<file path="src/rtl/digital_integrator_if.sv">
// rtl/digital_integrator_if.sv - delta-in / sample-out stream interface for digital_integrator
//
// Purpose: groups the input delta handshake and the output sample handshake.
// Signals:
//   in_valid / in_ready / in_delta[DW]    upstream delta stream
//   out_valid / out_ready / out_data[AW]  reconstructed sample stream
// Modports:
//   master - the bench/upstream side (drives in_*, out_ready)
//   slave  - the integrator side (drives in_ready, out_valid, out_data)

interface digital_integrator_if #(
    parameter int DW = 8,
    parameter int AW = 16
);
    logic          in_valid;
    logic          in_ready;
    logic [DW-1:0] in_delta;
    logic          out_valid;
    logic          out_ready;
    logic [AW-1:0] out_data;

    modport master (
        output in_valid,
        output in_delta,
        output out_ready,
        input  in_ready,
        input  out_valid,
        input  out_data
    );

    modport slave (
        input  in_valid,
        input  in_delta,
        input  out_ready,
        output in_ready,
        output out_valid,
        output out_data
    );
endinterface

</file>
<file path="src/rtl/digital_integrator.sv">
// rtl/digital_integrator.sv - reconstructs absolute samples from signed deltas (y[n] = y[n-1] + d[n])
//
// Purpose: inverse of digital_diff on the decode side of the difference-coded path.
//   The first accepted sample after rst/clr is taken as an absolute seed; later
//   samples are added to the accumulator. Output stage is one sample deep and
//   out_data is the accumulator itself.
// Parameters: DW delta width, AW accumulator/out_data width (AW >= DW), CW counter width.
// Ports:
//   clk    clock, rising edge
//   rst    asynchronous active-high reset
//   clr    synchronous clear (acc, count, ovf, pending output; back to seed state)
//   bus    digital_integrator_if.slave (in_* delta stream, out_* sample stream)
//   ovf    sticky: an add exceeded the signed AW range since rst/clr
//   count  accepted-sample counter, saturating
// Build option: INTEG_SAT_EN - saturate the accumulator on overflow instead of wrapping.

module digital_integrator #(
    parameter int DW = 8,
    parameter int AW = 16,
    parameter int CW = 16
) (
    input  logic                 clk,
    input  logic                 rst,
    input  logic                 clr,
    digital_integrator_if.slave  bus,
    output logic                 ovf,
    output logic [CW-1:0]        count
);

    localparam logic [0:0] ST_SEED = 1'b0;
    localparam logic [0:0] ST_RUN  = 1'b1;

    logic [0:0]           state;
    logic signed [AW-1:0] acc;
    logic                 out_valid_q;

    logic signed [DW-1:0] delta_s;
    logic signed [AW:0]   delta_ext;
    logic signed [AW:0]   acc_ext;
    logic signed [AW:0]   sum;
    logic                 add_ovf;
    logic signed [AW-1:0] acc_add;
    logic                 accept;
    logic                 in_ready_c;

    // Deliberately no in_valid term: upstream may rely on in_ready alone.
    assign in_ready_c = !clr && (!out_valid_q || bus.out_ready);
    assign accept     = bus.in_valid && in_ready_c;

    // Signed size casts sign-extend; the extra top bit exposes overflow.
    assign delta_s   = bus.in_delta;
    assign delta_ext = (AW+1)'(delta_s);
    assign acc_ext   = (AW+1)'(acc);
    assign sum       = acc_ext + delta_ext;
    assign add_ovf   = sum[AW] ^ sum[AW-1];

    always_comb begin
        acc_add = sum[AW-1:0];
`ifdef INTEG_SAT_EN
        // Clamp toward the sign of the true (AW+1)-bit sum.
        if (add_ovf) begin
            acc_add = sum[AW] ? {1'b1, {(AW-1){1'b0}}} : {1'b0, {(AW-1){1'b1}}};
        end
`else
        // Two's complement wrap modulo 2^AW: nothing to adjust.
`endif
    end

    always_ff @(posedge clk or posedge rst) begin
        if (rst) begin
            state       <= ST_SEED;
            acc         <= '0;
            out_valid_q <= 1'b0;
            ovf         <= 1'b0;
            count       <= '0;
        end else if (clr) begin
            // clr wins over any accept or output transfer this cycle.
            state       <= ST_SEED;
            acc         <= '0;
            out_valid_q <= 1'b0;
            ovf         <= 1'b0;
            count       <= '0;
        end else begin
            if (accept) begin
                if (state == ST_SEED) begin
                    // Seed has no predecessor: load absolute value, no add, ovf untouched.
                    acc   <= AW'(delta_s);
                    state <= ST_RUN;
                end else begin
                    acc <= acc_add;
                    if (add_ovf) begin
                        ovf <= 1'b1;
                    end
                end
                out_valid_q <= 1'b1;
                if (count != {CW{1'b1}}) begin
                    count <= count + CW'(1);
                end
            end else if (bus.out_ready) begin
                out_valid_q <= 1'b0;
            end
        end
    end

    assign bus.in_ready  = in_ready_c;
    assign bus.out_valid = out_valid_q;
    assign bus.out_data  = acc;

endmodule

</file>
<file path="src/flat_wrapper.sv">
// flat-port wrapper written by rule: the top's interface ports become plain ports
module digital_integrator_flat 
#(
    parameter int DW = 8,
    parameter int AW = 16,
    parameter int CW = 16
)
  (clk, rst, clr, ovf, count, bus_in_valid, bus_in_delta, bus_out_ready, bus_in_ready, bus_out_valid, bus_out_data);
  digital_integrator_if #(.DW(DW), .AW(AW)) bus_i ();
  input  logic clk;
  input  logic rst;
  input  logic clr;
  output logic ovf;
  output logic [CW-1:0] count;
  input wire logic [$bits(bus_i.in_valid)-1:0] bus_in_valid;
  input wire logic [$bits(bus_i.in_delta)-1:0] bus_in_delta;
  input wire logic [$bits(bus_i.out_ready)-1:0] bus_out_ready;
  output wire logic [$bits(bus_i.in_ready)-1:0] bus_in_ready;
  output wire logic [$bits(bus_i.out_valid)-1:0] bus_out_valid;
  output wire logic [$bits(bus_i.out_data)-1:0] bus_out_data;
  assign bus_i.in_valid = bus_in_valid;
  assign bus_i.in_delta = bus_in_delta;
  assign bus_i.out_ready = bus_out_ready;
  assign bus_in_ready = bus_i.in_ready;
  assign bus_out_valid = bus_i.out_valid;
  assign bus_out_data = bus_i.out_data;
  digital_integrator #(.DW(DW), .AW(AW), .CW(CW)) u_core (.clk(clk), .rst(rst), .clr(clr), .bus(bus_i), .ovf(ovf), .count(count));
endmodule
</file>
<file path="config.mk">
export PLATFORM = sky130hd
export DESIGN_NAME = digital_integrator_flat
export DESIGN_NICKNAME = d
export VERILOG_FILES = /design/src/rtl/digital_integrator_if.sv /design/src/rtl/digital_integrator.sv /design/src/flat_wrapper.sv
export SDC_FILE = /design/constraint.sdc
export NUM_CORES = 1
export LEC_CHECK = 0
export ABC_AREA = 1
export CORE_MARGIN = 10
export CORE_UTILIZATION = 40
export DETAILED_ROUTE_END_ITERATION = 8
export GPL_TIMING_DRIVEN = 0
export PLACE_DENSITY = 0.68
export SETUP_SLACK_MARGIN = 0.05
export SLEW_MARGIN = 0
export SYNTH_ARGS = -nofsm -noshare
export SYNTH_HDL_FRONTEND = slang
export SYNTH_SLANG_ARGS = --single-unit
export TNS_END_PERCENT = 100
</file>
<file path="constraint.sdc">
create_clock -name clk -period 2.2 [get_ports clk]
set_clock_uncertainty 0.15 [all_clocks]
set_input_delay 0.66 -clock clk [delete_from_list [all_inputs] [get_ports clk]]
set_output_delay 0.66 -clock clk [all_outputs]
set_load 0.01 [all_outputs]
</file>
==> results of run 1 <==
## power breakdown
part	switching (W)	leakage (nW)	total, W	internal [W]
Sequential	0.0000512	0.450	0.000738	0.000687
Combinational	0.000412	1.41	0.000729	0.000317
Clock	0.000276	0.0474	0.000532	0.000256
Total	0.000740	1.91	0.00200	0.00126
## through the flow
stage	setup WS, ns	cell area [sq um]	utilization [%]
6_report	0.0928	3920	54.0
5_1_grt	0.0453	3920	54.0
4_1_cts	0.0507	3820	52.7
3_5_place_dp	-0.766	3560	49.1
3_3_place_gp	-0.762	3560	49.1
2_1_floorplan	0.0660	2980	-
## cell type report
cell class | instances | area (sq um)
fillers | 718 | 3330
multi-input cells | 335 | 1970
flip-flops and latches | 35 | 893
repair buffers | 49 | 474
inverters | 79 | 297
well taps | 99 | 124
clock buffers | 6 | 82.6
plain buffers | 7 | 57.6
clock inverters | 2 | 16.3
## routing by layer
| layer | share of wire [%] | up-vias |
|---|---|---|
| met3 | 7.4 | 9 |
| met1 | 42 | 1358 |
| met4 | 1.1 | 0 |
| met5 | 0 | - |
| li1 | - | 1545 |
| met2 | 49 | 77 |
## state kept, by name, summed over array words and instances (netlist names)
name / count
u_core.state: 1
u_core.count: 16
u_core.ovf: 1
u_core.bus.out_valid: 1
u_core.bus.out_data: 16
## cells in the final DEF (no fill, tap or decap), types with 3 or more instances in the layout
cell / count
o21ai_1: 3
nor3_2: 4
ha_1: 4
inv_1: 71
a21oi_1: 10
dfrtp_1: 21
xor2_1: 3
or2_2: 3
nor2_1: 30
clkdlybuf4s50_1: 35
nor3_1: 6
o21ai_2: 10
nand3_1: 33
o31ai_1: 4
buf_4: 5
inv_2: 7
a21oi_2: 3
clkbuf_8: 6
nand3_2: 4
o21ai_0: 8
dlygate4sd2_1: 7
dfrtp_2: 14
xnor2_1: 3
nand2_4: 3
nand2_1: 156
ha_4: 12
nand4_1: 8
nand2_2: 14
## worst max path at each step
stage	start	endpoint	slack (ns)	cells after the start
global placement	bus_in_delta[7]	u_core.bus.out_data[15]	-0.76	12
detailed placement	bus_in_delta[7]	u_core.bus.out_data[15]	-0.77	12
floorplan	bus_in_delta[0]	u_core.bus.out_data[12]	0.07	13
CTS	u_core.bus.out_data[10]	bus_out_data[10]	0.05	1
global route	bus_in_delta[1]	u_core.bus.out_data[12]	0.05	13
finish	u_core.bus.out_data[8]	bus_out_data[8]	0.09	1
## repair_timing
| item | 4_1_cts | 5_1_grt |
|---|---|---|
| setup endpoints to repair | 20 | 20 |
| endpoints found under the hold margin | 0 | 0 |
| resized for setup | 48 | 31 |
| pin swaps | 6 | 7 |
| setup buffers | 2 | 1 |
| hold buffers | 0 | 0 |
## worst min-delay path, stage by stage, from the launching register on
cell and delay [ns]:
dfrtp_1 0.35, nand2_1 0.05, nand2_1 0.05
## logic make-up after synthesis
| group | share of synthesized area [%] |
|---|---|
| adder cells (fa/ha/maj) | 7.82 |
| AND/OR/NAND/NOR | 39.2 |
| XOR/XNOR | 1.77 |
| flip-flops | 29.4 |
| AO/OA/AOI/OAI | 9.54 |
| multiplexers | 0.336 |
| buffers and inverters | 11.9 |
==> metrics.cfg, run 1 <==
[grt]
grt_overflow = 0
grt.total_usage_pct = 14.9
grt_busiest_layer = met2
grt_pass1_vias = 3131
grt_util_met1_pct = 16.8
grt_pass1_wl_microns = 14200
met2_usage_pct = 26.9
grtUsageMet3_pct = 4.11
grt_max_degree = 36
antenna_found_initial = 0

[synth]
synth_area_sq_mm = 0.00298
syn_nets = 487
synth_top_area_share_pct = 29.4
synth.distinct_cells = 36
ys_ff_latch = 35
syn_avg_cell_area_sq_um = 6.53
yosys.cell_count.top_type = nand2_1
synth.largest_area_cell = dfrtp_1
ys_warn_count = 0
syn_inst = 456
async_flop_share_pct = 100
synth_edf_count = 0
synthFlopType = dfrtp_1
yosysSeqAreaShare_pct = 29.4
synth.cells.most_frequent = nand2_1 (169), inv_1 (76), nand3_1 (36), dfrtp_1 (35), nor2_1 (31)
synthTopCellsByArea = dfrtp_1 (29%), nand2_1 (21%), inv_1 (9.6%)

[place]
gp_congestion = 0.882
dp.cells = 601
io_buffers = 46
dp_hpwl_microns = 5960

[worst_setup_path]
cp_max_fo = 3
timing.rr.start = u_core.bus.out_data[7]
critPathKind = flip-flop to output pin
crit_buf_inv = 1
reg2reg_depth = 9
worstPathArrival_ns = 1.30
startpoint_type = flip-flop
crit_chain = clkdlybuf4s50_1
timing.rr.end = u_core.bus.out_data[8]
worst_ep_required_time_ns = 1.39
r2r_slack_ns = 0.27
cp-end-kind = output pin
max_stage_delay_ns = 0.57
slowest_stage = clkdlybuf4s50_1
cpLargestDelayFamily = buffers and inverters

[sta]
max-slew-margin-rel_pct = 48.6
hold_ws_ns = 0.325
final.period_utilization_pct = 95.8
final-setup-viol-count = 0
fin_tns_setup_ns = 0
rsz0062_at_grt = true
layout_min_cycle_time_ns = 2.11
hold_viol_final = 0
report.final.slew_viol_count = 0
tightest_slew_ns = 0.770
fmax_mhz = 475

[floorplan]
start_util_pct = 41.0
pin_count = 48
die_h_microns = 106
die_w_microns = 106
fp.dieArea_sq_mm = 0.0113
rows = 31
core_area_sq_mm = 0.00725

[power_and_ir_drop]
power_density_mw_per_mm2 = 510
power_w = 0.00200
p_leak_nw = 1.91
vdd_ir_drop_max_uv = 342

[cts]
clock-sinks = 35
clk_latency_ns = 0.30
cts_made_buffers = 5
cts-root-buf = clkbuf_8
clock_path_buffers = 2
cts_tree = done
clk_pin_slew_worst_paths_ns = 0.08
cts_max_level = 2

[status]
run_status = completed

[min_path]
min_to = u_core.ovf
hold_path_class = flip-flop to flip-flop
hold_start = u_core.ovf
holdPathStages = 2

[routing]
wirelength_microns = 8140
via_per_inst = 4.88
dr.pass1.iters = 4
antenna_left = 0
initialDrtViolationCount = 97
routedWlPerCell_microns = 13.3
route.detailed.drc = 0
num_vias = 2989

[layout]
syn_to_final_growth_pct = 31.7
antenna_cells = 0
layout-drive-gt1-share_pct = 20.1
post_layout_nonfiller_instances = 612
final_nets = 543

[flow_run]
drv_cap = 0

Note: power is estimated with default switching activity, not from simulation.
==> inputs of run 2 (changes only) <==
- CORE_MARGIN: 10 -> 8
- CORE_UTILIZATION: 40 -> 46
- PLACE_DENSITY: 0.68 -> 0.67
==> metrics.cfg, run 2 (synthesized netlist as in run 1, its figures left out) <==
[grt]
grt_overflow = 0
grt.total_usage_pct = 18.1
antenna_found_initial = 0
grt_pass1_wl_microns = 13400
grt_pass1_vias = 3003
grt_max_degree = 36

[cts]
clock_path_buffers = 2
cts_made_buffers = 5
cts_max_level = 2
clock-sinks = 35
clk_latency_ns = 0.29
cts-root-buf = clkbuf_8
clk_pin_slew_worst_paths_ns = 0.08
cts_tree = done
holdBufCountCts = 0

[routing]
dr.pass1.iters = 4
routedWlPerCell_microns = 13.4
wirelength_microns = 8020
num_vias = 3023
initialDrtViolationCount = 111
via_per_inst = 5.04
antenna_left = 0
route.detailed.drc = 0

[layout]
final_common_cell = nand2_1
syn_to_final_growth_pct = 32.3
final_nets = 553
most-common-layout-cells = nand2_1 (162), inv_1 (73), clkdlybuf4s50_1 (36)
antenna_cells = 0
layout-drive-gt1-share_pct = 18.7
final_core_util_pct = 62.4
n_fill_cell = 615
fin_area_sq_mm = 0.00394

[flow_run]
drv_cap = 0

[place]
place_area_sq_mm = 0.00354
gp_congestion = 0.860
dp_hpwl_microns = 5820
io_buffers = 46
dp_slack_ns = -0.802

[worst_setup_path]
cp-end-kind = output pin
crit_end = bus_out_data[10]
worst_ep_required_time_ns = 1.39
max_stage_delay_ns = 0.58
worstPathArrival_ns = 1.31
critPathKind = flip-flop to output pin
cpLargestDelayFamily = buffers and inverters
startpoint_type = flip-flop
r2r_slack_ns = 0.25
crit_path_start = u_core.bus.out_data[10]
slowest_stage = clkdlybuf4s50_1
cp_max_fo = 3
crit_buf_inv = 1
reg2reg_depth = 10
path_depth = 1
timing.rr.start = u_core.bus.out_data[3]
crit_chain = clkdlybuf4s50_1
timing.rr.end = u_core.bus.out_data[8]

[sta]
fmax_mhz = 471
rsz0062_at_grt = true
hold_ws_ns = 0.354
max-slew-margin-rel_pct = 48.3
final-setup-viol-count = 0
report.final.slew_viol_count = 0
final.period_utilization_pct = 96.6
tightest_slew_ns = 0.774
layout_min_cycle_time_ns = 2.12
hold_viol_final = 0
layout_setup_ws_ns = 0.0754

[floorplan]
core_area_sq_mm = 0.00631
pin_count = 48
die_w_microns = 96.4
fp.dieArea_sq_mm = 0.00930
die_h_microns = 96.4
start_util_pct = 47.1
rows = 29

[power_and_ir_drop]
p_leak_nw = 1.95
power_density_mw_per_mm2 = 506
vdd_ir_drop_max_uv = 275

[min_path]
hold_path_class = flip-flop to flip-flop

[status]
run_status = completed

## run 2: cell count changes in the layout (fill, tap and decap cells not counted), sizes merged
cell,change
buf,+10
clkbuf,+2
clkdlybuf4s50,+1
clkinvlp,-1
dlygate4sd2,-1
dlymetal6s2s,-1
## run 2: power by group
group | leakage [nW] | internal, W | switching [W]
combinational | 1.44 | 0.000329 | 0.000413
sequential | 0.460 | 0.000685 | 0.0000509
clock | 0.0484 | 0.000257 | 0.000258
## run 2: worst min-delay path by stage
stage,from,to,slack [ns],depth (start not counted)
after floorplan,u_core.ovf,u_core.ovf,0.37,2
after global placement,u_core.ovf,u_core.ovf,0.34,2
after detailed placement,u_core.ovf,u_core.ovf,0.34,2
after CTS,u_core.ovf,u_core.ovf,0.36,2
after global routing,u_core.ovf,u_core.ovf,0.40,2
final,u_core.ovf,u_core.ovf,0.35,2
## run 2: area by class of cell
| cell class | instances | area (sq um) | area share, % |
|---|---|---|---|
| multi-input cells | 335 | 1970 | 49.9 |
| flip-flops and latches | 35 | 885 | 22.5 |
| repair buffers | 59 | 543 | 13.8 |
| inverters | 79 | 297 | 7.53 |
| well taps | 77 | 96.3 | 2.45 |
| clock buffers | 7 | 86.3 | 2.19 |
| plain buffers | 7 | 57.6 | 1.46 |
| clock inverters | 1 | 8.76 | 0.222 |
## run 2: through the flow
| stage | power, W | cells | setup TNS (ns) |
|---|---|---|---|
| after floorplan | 0.00116 | 456 | 0 |
| after global placement | 0.00137 | 579 | -22.99 |
| after detailed placement | 0.00138 | 579 | -12.57 |
| after CTS | 0.00197 | 592 | 0 |
| after global routing | 0.00213 | 600 | 0 |
| final | 0.00199 | 600 | 0 |
## run 2: timing repair
| item | 4_1_cts | 5_1_grt |
|---|---|---|
| pin swaps | 4 | 4 |
| buffers inserted | 5 | 8 |
| gates resized for setup | 45 | 19 |
| endpoints found under the setup margin | 19 | 16 |
| endpoints found under the hold margin | 0 | 0 |
## run 2: per-layer routing
| metal | wire, microns | GRT usage, % |
|---|---|---|
| met3 | 385 | 3.48 |
| met5 | 0 | 0 |
| met1 | 3430 | 20.8 |
| met4 | 112 | 5.30 |
| met2 | 4090 | 33.1 |
==> inputs of run 3 (changes only) <==
- GPL_TIMING_DRIVEN: 0 -> default
==> metrics.cfg, run 3 (synthesized netlist as in run 1, its figures left out) <==
[status]
run_status = completed

[cts]
cts_max_level = 2
holdBufCountCts = 0
clk_latency_ns = 0.30
clock_path_buffers = 2
cts_made_buffers = 5
clock-sinks = 35
cts_tree = done
cts-root-buf = clkbuf_8
clk_pin_slew_worst_paths_ns = 0.07

[power_and_ir_drop]
p_leak_nw = 2.13
vdd_ir_drop_max_uv = 274
p_clk_share_pct = 23.2
comb_power_share_pct = 40.8
swShare_pct = 36.4
p_seq_share_pct = 35.9
p_int_w = 0.00130
power_density_mw_per_mm2 = 493
p_switching_w = 0.000746

[sta]
tightest_slew_ns = 0.430
report.final.slew_viol_count = 0
fmax_mhz = 470
hold_ws_ns = 0.350
final-setup-viol-count = 0
hold_viol_final = 0
max-slew-margin-rel_pct = 71.1
rsz0062_at_grt = true
layout_setup_ws_ns = 0.0729
layout_min_cycle_time_ns = 2.13
final.period_utilization_pct = 96.7

[layout]
most-common-layout-cells = nand2_1 (153), inv_1 (72), buf_4 (39)
final_core_util_pct = 65.8
final_common_cell = nand2_1
syn_to_final_growth_pct = 39.6
final_nets = 578
antenna_cells = 0
layout-drive-gt1-share_pct = 24.5
post_layout_nonfiller_instances = 625

[flow_run]
drv_cap = 0

[routing]
wirelength_microns = 8430
routedWlPerCell_microns = 13.5
antenna_left = 0
dr.pass1.iters = 7
num_vias = 3131
route.detailed.drc = 0
initialDrtViolationCount = 153
via_per_inst = 5.01

[floorplan]
die_h_microns = 96.4
die_w_microns = 96.4
fp.dieArea_sq_mm = 0.00930
core_area_sq_mm = 0.00631
rows = 29
start_util_pct = 47.1
pin_count = 48

[place]
io_buffers = 47
dp_slack_ns = -0.597
dp.cells = 611
gp_congestion = 0.840
dp_hpwl_microns = 6180

[worst_setup_path]
cp_max_fo = 3
cp-end-kind = output pin
slowest_stage = clkdlybuf4s50_1
critPathKind = flip-flop to output pin
worst_ep_required_time_ns = 1.39
max_stage_delay_ns = 0.58
startpoint_type = flip-flop
cpLargestDelayFamily = buffers and inverters
crit_chain = clkdlybuf4s50_1
worstPathArrival_ns = 1.32
crit_buf_inv = 1

[grt]
grt_pass1_vias = 3189
grt_max_degree = 36
grt_overflow = 0
grt_pass1_wl_microns = 14500
antenna_found_initial = 0
grt.total_usage_pct = 19.7

[min_path]
hold_path_class = flip-flop to flip-flop

[run 3: changes by cell type in the layout (fill, tap and decap cells not counted), moves of 3 or more]
cell / before / now
buf_4: 15 / 39
nand2_1: 162 / 153
nand2_2: 9 / 17
ha_1: 3 / 8
ha_4: 13 / 8
buf_12: 0 / 3
dfrtp_1: 28 / 25
dfrtp_2: 7 / 10
dlymetal6s2s_1: 0 / 3
[run 3: worst register-to-register path, cell delays in order (launching register included)]
cell     delay (ns)
dfrtp_1        0.38
ha_2           0.19
inv_1          0.05
fa_2           0.34
inv_2          0.07
nand2_2        0.07
nand2_2        0.09
nand3_2        0.09
nand2_4        0.09
nand2_2        0.05
nand3_1        0.06
nand3_1        0.08
nand2_1        0.08
nand2_1        0.06
[run 3: path summary, 6_finish.rpt]
path	startpoint	to	slack (ns)	cells after the start
worst min register to register	u_core.ovf	u_core.ovf	0.35	2
worst max-delay path	u_core.bus.out_data[10]	bus_out_data[10]	0.07	1
min in group asynchronous	rst	u_core.bus.out_valid	0.56	3
worst max register to register	u_core.bus.out_data[0]	u_core.bus.out_data[12]	0.25	13
max in group asynchronous	rst	u_core.count[6]	1.12	3
worst min-delay path	u_core.ovf	u_core.ovf	0.35	2
[run 3: per-layer routing]
metal / routed length (microns) / part of all wire [%] / track usage (%)
met2: 4300 / 51 / 36.9
met3: 433 / 5.1 / 3.86
met5: 0 / 0 / 0
met4: 154 / 1.8 / 7.44
met1: 3550 / 42 / 21.3
[run 3: cell type report]
cell class	instances	area, sq um
well taps	77	96.3
flip-flops and latches	35	888
fillers	564	2160
repair buffers	91	846
multi-input cells	335	1950
inverters	79	297
clock inverters	1	5.00
clock buffers	7	76.3
[run 3: power by group through the flow]
stage | sequential [W] | clock, W | combinational [W]
floorplan | 0.000749 | 0 | 0.000415
global placement | 0.000737 | 0 | 0.000730
detailed placement | 0.000739 | 0 | 0.000743
CTS | 0.000733 | 0.000503 | 0.000806
global route | 0.000744 | 0.000515 | 0.000939
finish | 0.000736 | 0.000476 | 0.000837
[run 3: repair_timing]
item                       CTS  global route
gates resized for setup     51            27
buffers inserted             4             2
pin swaps                   12            12
setup endpoints to repair   18            18
gates cloned                 0             0
[run 3: metrics by stage]
stage / total power (W) / instance area (sq um) / TNS (ns)
4_1_cts: 0.00204 / 4080 / 0
2_1_floorplan: 0.00116 / 2980 / 0
3_5_place_dp: 0.00148 / 3810 / -9.21
5_1_grt: 0.00220 / 4160 / 0
6_report: 0.00205 / 4160 / 0
3_3_place_gp: 0.00147 / 3810 / -7.94
